$ cat config.mk
export PLATFORM = sky130hd
export DESIGN_NAME = stop_watch_lap
export DESIGN_NICKNAME = d
export VERILOG_FILES = /design/src/rtl/stop_watch_pkg.sv /design/src/rtl/btn_debounce.sv /design/src/rtl/stop_watch_lap.sv
export SDC_FILE = /design/constraint.sdc
export NUM_CORES = 1
export LEC_CHECK = 0
export BUFFER_PORTS_ARGS = -buffer_cell sky130_fd_sc_hd__buf_2
export CAP_MARGIN = 20
export CORE_UTILIZATION = 55
export DETAILED_ROUTE_END_ITERATION = 10
export PLACE_DENSITY = 0.84
export SYNTH_ARGS = -nofsm -noshare
export SYNTH_HDL_FRONTEND = slang
export SYNTH_SLANG_ARGS = --single-unit
$ cat constraint.sdc
create_clock -name clk -period 7 [get_ports clk]
set_input_delay 1.05 -clock clk [delete_from_list [all_inputs] [get_ports clk]]
set_output_delay 1.05 -clock clk [all_outputs]
set_load 0.05 [all_outputs]
$ cat src/rtl/stop_watch_pkg.sv
// rtl/stop_watch_pkg.sv - shared constants and helpers for the lap stopwatch
// Contents: BCD tens-digit limits per field, time_bcd field offsets,
//           tick divider calculation and a two-digit BCD increment helper.
package stop_watch_pkg;

  // Tens-digit limits per field; units always roll over at 9.
  localparam logic [3:0] CS_TENS_MAX  = 4'd9;  // centiseconds 00..99
  localparam logic [3:0] SEC_TENS_MAX = 4'd5;  // seconds 00..59
  localparam logic [3:0] MIN_TENS_MAX = 4'd5;  // minutes 00..59
  localparam logic [3:0] HR_TENS_MAX  = 4'd9;  // hours 00..99

  // Bit offset of each two-digit field inside time_bcd.
  localparam int CS_LSB  = 0;
  localparam int SEC_LSB = 8;
  localparam int MIN_LSB = 16;
  localparam int HR_LSB  = 24;

  function automatic int calc_div(input int clk_hz, input int tick_hz);
    return clk_hz / tick_hz;
  endfunction

  // Increment a two-digit BCD field; bit 8 of the result is the carry out
  // produced when the field rolls over from {tens_max,9} to 00.
  function automatic logic [8:0] bcd_pair_inc(input logic [7:0] pair,
                                              input logic [3:0] tens_max);
    logic [8:0] r;
    r = {1'b0, pair};
    if (pair[3:0] != 4'd9) begin
      r[3:0] = pair[3:0] + 4'd1;
    end else begin
      r[3:0] = 4'd0;
      if (pair[7:4] == tens_max) begin
        r[7:4] = 4'd0;
        r[8]   = 1'b1;
      end else begin
        r[7:4] = pair[7:4] + 4'd1;
      end
    end
    return r;
  endfunction

endpackage

$ cat src/rtl/btn_debounce.sv
// rtl/btn_debounce.sv - button synchroniser, debouncer and press pulse
// Ports: clk, reset_n (async active-low), btn (raw async input),
//        press (one-cycle pulse when a new high level is accepted).
module btn_debounce #(
  parameter int DEBOUNCE_CYCLES = 1_000_000
) (
  input  logic clk,
  input  logic reset_n,
  input  logic btn,
  output logic press
);

  localparam int CW = $clog2(DEBOUNCE_CYCLES);
  localparam logic [CW-1:0] CNT_LAST = CW'(DEBOUNCE_CYCLES - 1);

  logic          sync1;
  logic          sync2;
  logic          stable;
  logic [CW-1:0] cnt;
  logic          accept;

  // cnt holds how many consecutive edges sync2 has already differed from the
  // accepted level; the edge that would make it DEBOUNCE_CYCLES accepts.
  assign accept = (sync2 != stable) && (cnt == CNT_LAST);
  assign press  = accept && sync2;

  always_ff @(posedge clk or negedge reset_n) begin
    if (!reset_n) begin
      sync1  <= 1'b0;
      sync2  <= 1'b0;
      stable <= 1'b0;
      cnt    <= '0;
    end else begin
      sync1 <= btn;
      sync2 <= sync1;
      if (sync2 == stable) begin
        cnt <= '0;
      end else if (accept) begin
        stable <= sync2;
        cnt    <= '0;
      end else begin
        cnt <= cnt + CW'(1);
      end
    end
  end

endmodule

$ cat src/rtl/stop_watch_lap.sv
// rtl/stop_watch_lap.sv - HH:MM:SS.cc BCD stopwatch with lap FIFO
// Ports: clk, reset_n (async active-low); start_stop_btn, lap_btn (raw
//        buttons); lap_rd (pop); time_bcd, running; lap_bcd, lap_valid,
//        lap_count, lap_overflow (FIFO head/status); time_wrap (sticky).
module stop_watch_lap
  import stop_watch_pkg::*;
#(
  parameter int CLK_HZ          = 100_000_000,
  parameter int TICK_HZ         = 100,
  parameter int DEBOUNCE_CYCLES = 1_000_000,
  parameter int LAP_DEPTH       = 4
) (
  input  logic                       clk,
  input  logic                       reset_n,
  input  logic                       start_stop_btn,
  input  logic                       lap_btn,
  input  logic                       lap_rd,
  output logic [31:0]                time_bcd,
  output logic                       running,
  output logic [31:0]                lap_bcd,
  output logic                       lap_valid,
  output logic [$clog2(LAP_DEPTH):0] lap_count,
  output logic                       lap_overflow,
  output logic                       time_wrap
);

  localparam int DIV  = calc_div(CLK_HZ, TICK_HZ);
  localparam int PW   = $clog2(DIV);
  localparam int AW   = $clog2(LAP_DEPTH);
  localparam int CNTW = AW + 1;
  localparam logic [PW-1:0]   PRESC_LAST = PW'(DIV - 1);
  localparam logic [CNTW-1:0] DEPTH_C    = CNTW'(LAP_DEPTH);

  logic            start_p;
  logic            lap_p;
  logic [31:0]     time_q;
  logic            running_q;
  logic            wrap_q;
  logic [PW-1:0]   presc;
  logic            tick;
  logic [8:0]      cs_inc;
  logic [8:0]      sec_inc;
  logic [8:0]      min_inc;
  logic [8:0]      hr_inc;
  logic [31:0]     time_inc;
  logic            lap_push;
  logic            lap_clear;
  logic [31:0]     mem [LAP_DEPTH];
  logic [AW-1:0]   wr_ptr;
  logic [AW-1:0]   rd_ptr;
  logic [CNTW-1:0] count_q;
  logic            overflow_q;
  logic            full;
  logic            pop;
  logic            push_ok;

  btn_debounce #(.DEBOUNCE_CYCLES(DEBOUNCE_CYCLES)) u_start_db (
    .clk     (clk),
    .reset_n (reset_n),
    .btn     (start_stop_btn),
    .press   (start_p)
  );

  btn_debounce #(.DEBOUNCE_CYCLES(DEBOUNCE_CYCLES)) u_lap_db (
    .clk     (clk),
    .reset_n (reset_n),
    .btn     (lap_btn),
    .press   (lap_p)
  );

  // Full ripple of digit carries, resolved within one cycle.
  assign cs_inc  = bcd_pair_inc(time_q[CS_LSB +: 8], CS_TENS_MAX);
  assign sec_inc = cs_inc[8]  ? bcd_pair_inc(time_q[SEC_LSB +: 8], SEC_TENS_MAX)
                              : {1'b0, time_q[SEC_LSB +: 8]};
  assign min_inc = sec_inc[8] ? bcd_pair_inc(time_q[MIN_LSB +: 8], MIN_TENS_MAX)
                              : {1'b0, time_q[MIN_LSB +: 8]};
  assign hr_inc  = min_inc[8] ? bcd_pair_inc(time_q[HR_LSB +: 8], HR_TENS_MAX)
                              : {1'b0, time_q[HR_LSB +: 8]};
  assign time_inc = {hr_inc[7:0], min_inc[7:0], sec_inc[7:0], cs_inc[7:0]};

  assign tick      = running_q && (presc == PRESC_LAST);
  // The lap button is interpreted against the running state before any
  // same-cycle start/stop toggle takes effect.
  assign lap_push  = lap_p && running_q;
  assign lap_clear = lap_p && !running_q;

  always_ff @(posedge clk or negedge reset_n) begin
    if (!reset_n) begin
      time_q    <= '0;
      running_q <= 1'b0;
      wrap_q    <= 1'b0;
      presc     <= '0;
    end else begin
      if (lap_clear) begin
        time_q <= '0;
        wrap_q <= 1'b0;
      end else if (tick && !start_p) begin
        // A stop press freezes the display on the edge it lands, so a tick
        // coinciding with it is dropped.
        time_q <= time_inc;
        if (hr_inc[8]) begin
          wrap_q <= 1'b1;
        end
      end

      if (start_p) begin
        running_q <= !running_q;
        presc     <= '0;
      end else if (lap_clear) begin
        presc <= '0;
      end else if (running_q) begin
        presc <= tick ? '0 : presc + PW'(1);
      end
    end
  end

  assign full    = (count_q == DEPTH_C);
  assign pop     = lap_rd && (count_q != '0);
  // A pop in the same cycle frees the slot a full FIFO needs for the push.
  assign push_ok = lap_push && (!full || pop);

  always_ff @(posedge clk) begin
    if (push_ok) begin
      mem[wr_ptr] <= time_q;
    end
  end

  always_ff @(posedge clk or negedge reset_n) begin
    if (!reset_n) begin
      wr_ptr     <= '0;
      rd_ptr     <= '0;
      count_q    <= '0;
      overflow_q <= 1'b0;
    end else begin
      if (push_ok) begin
        wr_ptr <= wr_ptr + AW'(1);
      end
      if (pop) begin
        rd_ptr <= rd_ptr + AW'(1);
      end
      if (push_ok && !pop) begin
        count_q <= count_q + CNTW'(1);
      end else if (pop && !push_ok) begin
        count_q <= count_q - CNTW'(1);
      end

      if (lap_push && !push_ok) begin
        overflow_q <= 1'b1;
      end else if (pop && !push_ok && (count_q == CNTW'(1))) begin
        overflow_q <= 1'b0;
      end
    end
  end

  assign time_bcd     = time_q;
  assign running      = running_q;
  assign time_wrap    = wrap_q;
  assign lap_valid    = (count_q != '0);
  assign lap_bcd      = lap_valid ? mem[rd_ptr] : '0;
  assign lap_count    = count_q;
  assign lap_overflow = overflow_q;

endmodule

==> flow_summary.toml <==
[synth]
synth.avg_cell_area_sq_um = 12.6
synth_area_sq_um = 11000
synth.ff_latch_count = 236
synth_cells = 870
yosysWarnings = 0
synth_ff_type = "edfxtp_1"
synth_nets = 902
synth_seq_area_share_pct = 59.5
synth_edf_count = 128
synthArstFlopShare_pct = 45.8
synth_cell_types = 65

[power_and_ir_drop]
p_total_uw = 3210
leakage_uw = 0.00537
ir_worst_vdd_uv = 156
powerDensity_nw_per_um2 = 257

[clock_tree]
cts.sinks = 236
numCtsBuffers = 25
cts_resized = 0
cts_max_path_buffers = 3
cts.clk_slew.worst_paths_ps = 60
ctsHoldBuffers = 0
post_cts_buffers = 0
clkLatencyLatePin_ps = 510
cts-root-buf = "clkbuf_16"
htree_levels = 1
cts_tree = "yes"

[placed_design]
routabilityCongestion = 0.822
hpwl_mm = 13.7
placed_cell_area_sq_um = 11600
port_buffers = 75

[timing]
setup_viol = 0
skew_ps = 10.1
relSlewSlack_pct = 30.0
hold_viol_final = 0
fmax_ghz = 0.280
period_needed_ps = 3570
tns_ps = 0
tightest_slew_ps = 1040
slew_viol_final = 0
rsz0062_at_grt = "false"
fin_crit_sh_pct = 51.0

[worst_hold_path]
hold_depth = 0
min-delay-start = "u_start_db.sync1$_DFF_PN0_"
min_path_type = "flip-flop to flip-flop"
whs_endpoint = "u_start_db.sync2$_DFF_PN0_"

[worst_setup_path]
reg2reg_from = "u_lap_db.cnt[13]$_DFF_PN0_"
reg2reg_slack_ps = 3970
critPathKind = "flip-flop to output port"
required_ps = 5950
worst-path-max-fanout = 35
setup.worst_path.start_class = "flip-flop"
end_kind = "output port"
r2r_cells = 6
r2r_end = "mem[0][2]$_DFFE_PP_"
arrival_ps = 2520

[floorplan]
core_sq_um = 19500
rows = 51
die_width_um = 143
ios = 76
initial_utilization_pct = 56.3
fp.dieH_um = 143
dieArea_sq_um = 20600

[drt]
vias = 7275
viasPerCell = 5.91
drt-initial-drc-count = 574
drt_first_pass_iters = 5
route.detailed.wl_per_inst_um = 18.3
antenna_left = 0
drc = 0
wl_mm = 22.5

[grt]
antenna_found_initial = 0
grt_pass1_vias = 7186
grt_pass1_wl_mm = 36.7
overflow = 0
grt_max_degree = 59
track_usage_pct = 22.6

[finish]
layout_common_cells = "edfxtp_1 (128), dfrtp_1 (107), nor2_1 (79)"
final_area_sq_um = 12500
final.fill_count = 1427
area_delta_synth_final_pct = 13.6
drive_gt1_share_pct = 18.4
antenna_cells = 0
layout_commonest_cell = "edfxtp_1"
finalNetCount = 979

[outcome]
status = "finished clean"

[run]
cap_violations = 0
-- cell type report --
type                            count  area, sq um  area share (%)
Sequential cell                   236         6550            52.4
Multi-Input combinational cell    573         4200            33.6
Clock buffer                       33          718            5.75
Timing Repair Buffer               88          475            3.81
Tap cell                          265          332            2.65
Clock inverter                     12          131            1.05
Inverter                           23         86.3           0.691
-- worst max path at each step --
stage	startpoint	endpoint	slack, ps	depth (start not counted)
floorplan	lap_count[0]$_DFFE_PN0P_	lap_bcd[22]	3460	6
global placement	rd_ptr[0]$_DFFE_PN0P_	lap_bcd[5]	3970	4
detailed placement	rd_ptr[0]$_DFFE_PN0P_	lap_bcd[12]	3940	4
CTS	rd_ptr[0]$_DFFE_PN0P_	lap_bcd[16]	3380	4
global route	lap_count[0]$_DFFE_PN0P_	lap_bcd[18]	3250	6
finish	lap_count[0]$_DFFE_PN0P_	lap_bcd[4]	3430	6
-- per-stage QoR --
stage | instances | setup slack [ps] | hold WS (ps) | util (%)
after floorplan | 870 | 3460 | 331 | -
final | 1230 | 3430 | 354 | 64.0
after detailed placement | 1185 | 3940 | 336 | 59.6
after global placement | 1185 | 3970 | 335 | 59.6
after global routing | 1230 | 3250 | 370 | 64.0
after CTS | 1230 | 3380 | 350 | 64.0
-- sequential cells by signal, indices dropped and copies added, names as in the netlist, 2 cells and up --
signal	cells
lap_count	3
mem	128
presc	20
rd_ptr	2
time_bcd	32
u_lap_db.cnt	20
u_start_db.cnt	20
wr_ptr	2
-- power breakdown --
group          switching (uW)  total (uW)  internal [uW]
Combinational             233         370            137
Sequential               30.6        1500           1470
Clock                     533        1330            801
Total                     797        3210           2410
-- cell families (layout without fill, tap and decap cells) --
| kind of cell | count (synthesis) | in the layout | share of synthesized area [%] |
|---|---|---|---|
| and+or+nand+nor | 364 | 364 | 18.2 |
| AOI/OAI and AO/OA | 94 | 94 | 5.80 |
| xor gates and xnor gates | 43 | 43 | 3.43 |
| adders and majority gates | 27 | 27 | 3.07 |
| muxes | 45 | 45 | 7.77 |
| DFF | 236 | 236 | 59.5 |
| buffers and inverters | 61 | 156 | 2.23 |
-- cell usage after synthesis (all sizes together) (7+ instances only) --
library cell | instances | area share (%)
nand4 | 25 | 1.4
a21oi | 25 | 1.1
nand2b | 7 | 0.40
and4 | 15 | 1.2
mux2i | 10 | 0.91
xnor2 | 22 | 1.8
xor2 | 21 | 1.7
clkbuf | 26 | 0.89
edfxtp | 128 | 35
and3 | 16 | 0.91
nand2 | 59 | 2.1
o21ai | 20 | 0.91
a211o | 7 | 0.56
nand3 | 43 | 2.0
and2 | 45 | 2.6
inv | 23 | 0.79
mux4 | 32 | 6.6
dfrtp | 108 | 25
nor2 | 80 | 2.8
buf | 12 | 0.56
nor4 | 12 | 0.68
ha | 27 | 3.1
or4 | 20 | 1.4
nor3 | 10 | 0.46
-- metal layers --
layer	routed length, um	up-vias	track usage (%)
met5	0	-	0
met1	9450	3657	29.7
met4	382	0	5.88
met3	968	26	3.20
li1	-	3411	-
met2	11700	181	39.6
-- worst max-delay path: stages, from the launching register on --
cell and delay [ps]:
dfrtp_1 470, inv_1 130, ha_1 320, nand2b_1 250
buf_4 370, and2_1 190, buf_2 260
Note: power is estimated with default switching activity, not from simulation.
